===== config.mk =====
export PLATFORM = sky130hd
export DESIGN_NAME = pid_ctrl
export DESIGN_NICKNAME = d
export VERILOG_FILES = /design/src/rtl/pid_pkg.sv /design/src/rtl/pid_sat.sv /design/src/rtl/pid_ctrl.sv
export SDC_FILE = /design/constraint.sdc
export NUM_CORES = 2
export LEC_CHECK = 0
export ABC_AREA = 1
export CORE_MARGIN = 4
export CORE_UTILIZATION = 25
export DETAILED_ROUTE_END_ITERATION = 10
export PLACE_DENSITY = 0.45
export SYNTH_ARGS = -nofsm -noshare
export SYNTH_HDL_FRONTEND = slang
export SYNTH_HIERARCHICAL = 1
export SYNTH_SLANG_ARGS = --single-unit

===== constraint.sdc =====
create_clock -name clk -period 22.3 [get_ports clk]
set_clock_uncertainty 0.2 [all_clocks]
set_input_delay 4.46 -clock clk [delete_from_list [all_inputs] [get_ports clk]]
set_output_delay 4.46 -clock clk [all_outputs]
set_load 0.005 [all_outputs]

===== src/rtl/pid_pkg.sv =====
`default_nettype none
// ============================================================================
//  Module      : pid_pkg
//  Description : Shared constants and FSM state type for the PID controller.
//  Revision    : 1.0 - initial release
// ============================================================================
package pid_pkg;

    localparam int PID_FRAC_BITS = 8;   // fractional bits of the Q8.8 gains
    localparam int PID_ACC_W     = 40;  // sum / integral accumulator width
    localparam int E_W           = 17;  // signed error / delta-error width
    localparam int PROD_W        = 34;  // signed 17x17 product width

    typedef enum logic [2:0] {
        ST_IDLE  = 3'd0,
        ST_ERR   = 3'd1,
        ST_MUL_P = 3'd2,
        ST_MUL_I = 3'd3,
        ST_MUL_D = 3'd4,
        ST_SUM   = 3'd5,
        ST_OUT   = 3'd6
    } pid_state_e;

endpackage
`default_nettype wire


===== src/rtl/pid_sat.sv =====
`default_nettype none
// ============================================================================
//  Module      : pid_sat
//  Description : Signed saturator, clamps a value to [-lim - EXTRA_NEG, +lim]
//                and narrows it to OUT_W bits.
//  Revision    : 1.0 - initial release
// ============================================================================
module pid_sat #(
    parameter int IN_W      = 17,
    parameter int OUT_W     = 16,
    parameter int LIM_W     = 15,
    parameter int EXTRA_NEG = 0     // 1 lets the negative bound reach -lim-1
) (
    input  logic signed [IN_W-1:0]  din_i,
    input  logic        [LIM_W-1:0] lim_i,
    output logic signed [OUT_W-1:0] dout_o
);

    logic signed [IN_W-1:0] w_hi;
    logic signed [IN_W-1:0] w_lo;

    assign w_hi = $signed({{(IN_W-LIM_W){1'b0}}, lim_i});
    assign w_lo = -w_hi - IN_W'(EXTRA_NEG);

    // Clamp to the bounds; in-range values pass through, narrowed to OUT_W.
    always_comb begin
        dout_o = din_i[OUT_W-1:0];
        if (din_i > w_hi) begin
            dout_o = w_hi[OUT_W-1:0];
        end else if (din_i < w_lo) begin
            dout_o = w_lo[OUT_W-1:0];
        end
    end

endmodule
`default_nettype wire


===== src/rtl/pid_ctrl.sv =====
`default_nettype none
// ============================================================================
//  Module      : pid_ctrl
//  Description : Sequential fixed-point PID controller with one shared
//                17x17 signed multiplier, integral anti-windup clamp and a
//                runtime output magnitude limit.
//  Revision    : 1.0 - initial release
// ============================================================================
module pid_ctrl
    import pid_pkg::*;
#(
    parameter int FRAC_BITS = PID_FRAC_BITS,
    parameter int ACC_W     = PID_ACC_W
) (
    input  logic               clk,
    input  logic               rst_n,
    input  logic               en,
    input  logic               tick,
    input  logic signed [15:0] setpoint,
    input  logic signed [15:0] measured,
    input  logic        [15:0] kp,
    input  logic        [15:0] ki,
    input  logic        [15:0] kd,
    input  logic        [14:0] out_lim,
    output logic signed [15:0] pid_out,
    output logic               out_valid,
    output logic               busy,
    output logic               overrun
);

    pid_state_e state_q, state_d;

    logic signed [15:0]       sp_q, meas_q;
    logic        [15:0]       kp_q, ki_q, kd_q;
    logic        [14:0]       lim_q;
    logic signed [15:0]       e_q, e_prev_q;
    logic signed [E_W-1:0]    de_q;
    logic signed [PROD_W-1:0] p_q, d_q;
    logic signed [ACC_W-1:0]  i_acc_q, y_q;
    logic signed [15:0]       pid_out_q;
    logic                     out_valid_q, overrun_q;

    logic signed [E_W-1:0]      w_diff, w_de;
    logic signed [15:0]         w_e_sat;
    logic signed [E_W-1:0]      w_mul_a, w_mul_b;
    logic signed [PROD_W-1:0]   w_prod;
    logic signed [ACC_W-1:0]    w_i_sum, w_i_clamped, w_sum, w_y;
    logic        [15+FRAC_BITS-1:0] w_i_lim;
    logic signed [15:0]         w_out_clamped;

    // Error: 17-bit difference saturated to the full signed 16-bit range.
    assign w_diff = {sp_q[15], sp_q} - {meas_q[15], meas_q};

    pid_sat #(.IN_W(E_W), .OUT_W(16), .LIM_W(15), .EXTRA_NEG(1)) u_sat_err (
        .din_i  (w_diff),
        .lim_i  (15'h7FFF),
        .dout_o (w_e_sat)
    );

    assign w_de = {w_e_sat[15], w_e_sat} - {e_prev_q[15], e_prev_q};

    // Shared multiplier operand mux: gain (zero-extended) times e or de.
    always_comb begin
        w_mul_a = $signed({1'b0, kp_q});
        w_mul_b = {e_q[15], e_q};
        case (state_q)
            ST_MUL_I: w_mul_a = $signed({1'b0, ki_q});
            ST_MUL_D: begin
                w_mul_a = $signed({1'b0, kd_q});
                w_mul_b = de_q;
            end
            default: ;
        endcase
    end

    assign w_prod = PROD_W'(w_mul_a) * PROD_W'(w_mul_b);

    // Integral update with anti-windup clamp at +/-(out_lim << FRAC_BITS).
    assign w_i_sum = i_acc_q + {{(ACC_W-PROD_W){w_prod[PROD_W-1]}}, w_prod};
    assign w_i_lim = {lim_q, {FRAC_BITS{1'b0}}};

    pid_sat #(.IN_W(ACC_W), .OUT_W(ACC_W), .LIM_W(15+FRAC_BITS), .EXTRA_NEG(0)) u_sat_int (
        .din_i  (w_i_sum),
        .lim_i  (w_i_lim),
        .dout_o (w_i_clamped)
    );

    // Sum of terms, then floor-scale back out of the Q8.8 domain.
    assign w_sum = {{(ACC_W-PROD_W){p_q[PROD_W-1]}}, p_q} + i_acc_q
                 + {{(ACC_W-PROD_W){d_q[PROD_W-1]}}, d_q};
    assign w_y   = w_sum >>> FRAC_BITS;

    pid_sat #(.IN_W(ACC_W), .OUT_W(16), .LIM_W(15), .EXTRA_NEG(0)) u_sat_out (
        .din_i  (y_q),
        .lim_i  (lim_q),
        .dout_o (w_out_clamped)
    );

    // State register.
    always_ff @(posedge clk or negedge rst_n) begin
        if (!rst_n) begin
            state_q <= ST_IDLE;
        end else begin
            state_q <= state_d;
        end
    end

    // Next-state logic: one pass through the pipeline per accepted tick.
    always_comb begin
        state_d = state_q;
        if (!en) begin
            state_d = ST_IDLE;
        end else begin
            case (state_q)
                ST_IDLE:  if (tick) state_d = ST_ERR;
                ST_ERR:   state_d = ST_MUL_P;
                ST_MUL_P: state_d = ST_MUL_I;
                ST_MUL_I: state_d = ST_MUL_D;
                ST_MUL_D: state_d = ST_SUM;
                ST_SUM:   state_d = ST_OUT;
                ST_OUT:   state_d = ST_IDLE;
                default:  state_d = ST_IDLE;
            endcase
        end
    end

    // Datapath registers, advanced by the current state.
    always_ff @(posedge clk or negedge rst_n) begin
        if (!rst_n) begin
            sp_q        <= '0;
            meas_q      <= '0;
            kp_q        <= '0;
            ki_q        <= '0;
            kd_q        <= '0;
            lim_q       <= '0;
            e_q         <= '0;
            de_q        <= '0;
            e_prev_q    <= '0;
            p_q         <= '0;
            d_q         <= '0;
            i_acc_q     <= '0;
            y_q         <= '0;
            pid_out_q   <= '0;
            out_valid_q <= 1'b0;
            overrun_q   <= 1'b0;
        end else if (!en) begin
            i_acc_q     <= '0;
            e_prev_q    <= '0;
            pid_out_q   <= '0;
            out_valid_q <= 1'b0;
            overrun_q   <= 1'b0;
        end else begin
            out_valid_q <= 1'b0;
            // Any tick outside IDLE (including the OUT cycle) is dropped.
            overrun_q   <= tick && (state_q != ST_IDLE);
            case (state_q)
                ST_IDLE: begin
                    if (tick) begin
                        sp_q   <= setpoint;
                        meas_q <= measured;
                        kp_q   <= kp;
                        ki_q   <= ki;
                        kd_q   <= kd;
                        lim_q  <= out_lim;
                    end
                end
                ST_ERR: begin
                    e_q  <= w_e_sat;
                    de_q <= w_de;
                end
                ST_MUL_P: p_q     <= w_prod;
                ST_MUL_I: i_acc_q <= w_i_clamped;
                ST_MUL_D: d_q     <= w_prod;
                ST_SUM:   y_q     <= w_y;
                ST_OUT: begin
                    pid_out_q   <= w_out_clamped;
                    e_prev_q    <= e_q;
                    out_valid_q <= 1'b1;
                end
                default: ;
            endcase
        end
    end

    assign pid_out   = pid_out_q;
    assign out_valid = out_valid_q;
    assign overrun   = overrun_q;
    assign busy      = (state_q != ST_IDLE);

endmodule
`default_nettype wire

==> impl_results.md <==
- Slew at the pin closest to its max-slew limit: about 1.3 ns
- R2r startpoint: state_q[2]
- Status: complete, no violations
- YS warnings: 6
- Initial Utilization: around a quarter
- Post_cts resized: 0
- Largest net degree at the start of global routing: between 70 and 80
- Worst Hold Class: flip-flop to flip-flop
- Row count: ~140
- Crit-path max cell delay: roughly 1.1 ns
- Crit path time final: between 10 and 15 ns
- Drt initial violations: about 2.0k
- Xor/xnor share of the synthesized area: 2.747%
- IO Port Bufs: 117
- EDFF count, synth: 0
- Final Wtd Congestion: about 0.92
- RSZ-0062 raised after global routing: no
- Ports: around 120
- CTS Hold Buffers Added: 0
- Max-cap violations: 0
- Crit share post-route: 59.68%
- Most used cell, CP: nand2_1
- First-pass DRT Iterations: 8
- Total GRT Usage: 16.87%
- Max Buffers Root-to-Sink: 3
- Crit path max fanout: 39
- Layout cells sized above 1: 5.432%
- CTS tree: built
- Adder-cell share of the synthesized area: 27.58%
- Commonest non-fill, non-tap cells in the layout: nand2_1, inv_1, nor2_1
- Fin Hold WS: 0.2837 ns
- Final WS setup: 8.991 ns
- Compound-Gate Fraction of Synth Area: 8.953%
- Final non-filler cell total: 6935
- Clock Tree Root: clkbuf_16
- Die area: around 0.15 sq mm
- Core area: 0.1418 sq mm
- Final hold vios: 0
- Antenna violations before repair: 0
- Post-CTS setup buffers: 0
- Vias in the first global route: 32.48k
- Slowest CP cell: o21ai_1
- Min-delay src: de_q[14]
- Number of storage elements in the synthesis netlist: 305
- Post-synthesis mux area share: 1.955%
- Slew Viols, Final: 0
- H-tree Lvls: 2
- Routed len/inst: between 15 and 20 um
- Placed cells: about 6.9k
- Mapped Area: roughly 0.036 sq mm
- Combinational family with the most area after synthesis: adder cells
- Simple-gate share of the synthesized area: 27.50%
- CP arrival: 13.59 ns
- Final net count: 5752
- CTS Sinks: 305
- Most used flip-flop cell after synthesis: dfrtp_1
- Final setup vio count: 0
- Post-Syn Instances: roughly 4.9k
- Place WS: about 9 ns
- Syn Area/Cell: 7.320 sq um
- CP startpoint: state_q[2]
- FMAX: ~75 MHz
- Via count: ~32k
- Setup TNS Final: 0 ns
- Cell family with most CP delay: adder cells
- Die W: a little under 400 um
- Synth unique cells: 58
- Crit Path Class: flip-flop to flip-flop
- CP endpoint kind: flip-flop
- Via density: 4.599
- Worst EP required: approximately 23 ns
- Fillers: 15.63k
- Worst setup SP type: flip-flop
- DRC Markers: 0
- Bufs and invs on worst path: 8
- Syn-to-layout area delta: 13.26%
- Die height: 385.9 um
- Routed Antenna Nets: 0
- Clock latency on the worst-skew pair: just under 0.6 ns
- Cts bufs inserted: 39
- Slew margin rel.: 15.41%
- First-pass GRT wire length: 194500 um
- Area of the multi-input gates: 0.02486 sq mm
- Drt total wl: 125800 um
- Sequential share of the synthesized area: 21.38%
- Commonest non-fill, non-tap cell in the layout: nand2_1
- Ys async rst share: 100.0%
- Register area: 0.007632 sq mm
- GR Overflow Total: 0
- DPL Wire Length: 103300 um
- Clk slew on worst S/H paths: roughly 0.060 ns
sequential cells by signal, summed over array words and instances (netlist names):
register / count
sp_q: 16
p_q: 34
de_q: 17
pid_out: 16
kp_q: 16
kd_q: 16
state_q: 3
y_q: 32
lim_q: 15
e_prev_q: 16
e_q: 16
ki_q: 16
meas_q: 16
i_acc_q: 40
overrun: 1
d_q: 34
out_valid: 1
layer usage:
metal	GRT usage, %	wire length [um]
met2	28.98	59750
met5	0	0
met4	5.024	4046
met3	2.037	5543
met1	22.13	56430
layout make-up:
cell class | count | area share, %
clock inverters | 16 | 0.4919
diodes | 1 | 0.006188
flip-flops and latches | 305 | 18.87
inverters | 756 | 7.020
multi-input cells | 3765 | 61.47
repair buffers | 149 | 3.496
clock buffers | 53 | 2.797
well taps | 1890 | 5.847
path summary, 6_finish.rpt:
path | slack (ns) | depth (start not counted) | endpoint
setup / recovery | 8.99 | 48 | i_acc_q[39]
min in group asynchronous | 3.61 | 1 | pid_out[11]
hold reg to reg | 0.28 | 2 | de_q[14]
max in group asynchronous | 15.95 | 3 | kd_q[7]
hold / removal | 0.28 | 2 | de_q[14]
setup reg to reg | 8.99 | 48 | i_acc_q[39]
cells by family (layout without fill, tap and decap cells):
logic type	count (synthesis)	after routing
xor+xnor	112	112
compound gates	560	560
flops	305	305
buf+inv	885	974
simple gates	2315	2315
other cells	2	80
fa+ha+maj	637	637
mux	62	62
cells in the mapped netlist, types with 6 or more instances:
cell / number / area share (%)
o21bai_1: 20 / 0.42
fa_1: 250 / 14
or2_2: 6 / 0.11
buf_2: 50 / 0.70
nand3b_1: 21 / 0.44
o21ai_0: 187 / 2.6
nand2_2: 16 / 0.28
o22ai_1: 23 / 0.40
nand3_1: 304 / 4.3
a31oi_1: 16 / 0.28
xnor2_1: 33 / 0.81
nor4_1: 20 / 0.35
a21o_1: 17 / 0.36
a21oi_1: 221 / 3.1
and2_1: 11 / 0.19
xor2_1: 79 / 1.9
a21oi_2: 8 / 0.20
nor2_1: 501 / 5.3
a21boi_0: 9 / 0.19
inv_1: 729 / 7.7
nand3_2: 7 / 0.20
clkbuf_1: 59 / 0.62
nand4_1: 82 / 1.4
a21oi_4: 6 / 0.27
o21ai_1: 15 / 0.21
ha_1: 387 / 14
dfrtp_1: 305 / 21
mux2_2: 62 / 2.0
buf_6: 9 / 0.28
inv_2: 23 / 0.24
nor3_1: 51 / 0.71
nor2_2: 11 / 0.19
o21ai_2: 10 / 0.25
nand2_1: 1262 / 13
o21a_1: 11 / 0.23
through the flow:
| stage | util (%) | cell area (sq um) |
|---|---|---|
| after CTS | 28.53 | 40440 |
| final | 28.53 | 40440 |
| after detailed placement | 27.59 | 39110 |
| after global placement | 27.59 | 39110 |
| after floorplan | - | 36000 |
| after global routing | 28.53 | 40440 |
worst register-to-register path, delay by kind of cell, from the launching register on:
kind            cells  cell delay [ns]
fa+ha+maj           9             4.28
simple gates       22             4.23
compound gates      8             2.57
buf+inv             8             0.99
flops               1             0.55
xor+xnor            1             0.42
Power is left out: the tool's default activity adds up to more than one toggle a clock period on the data nets, which glitch-free logic cannot reach.
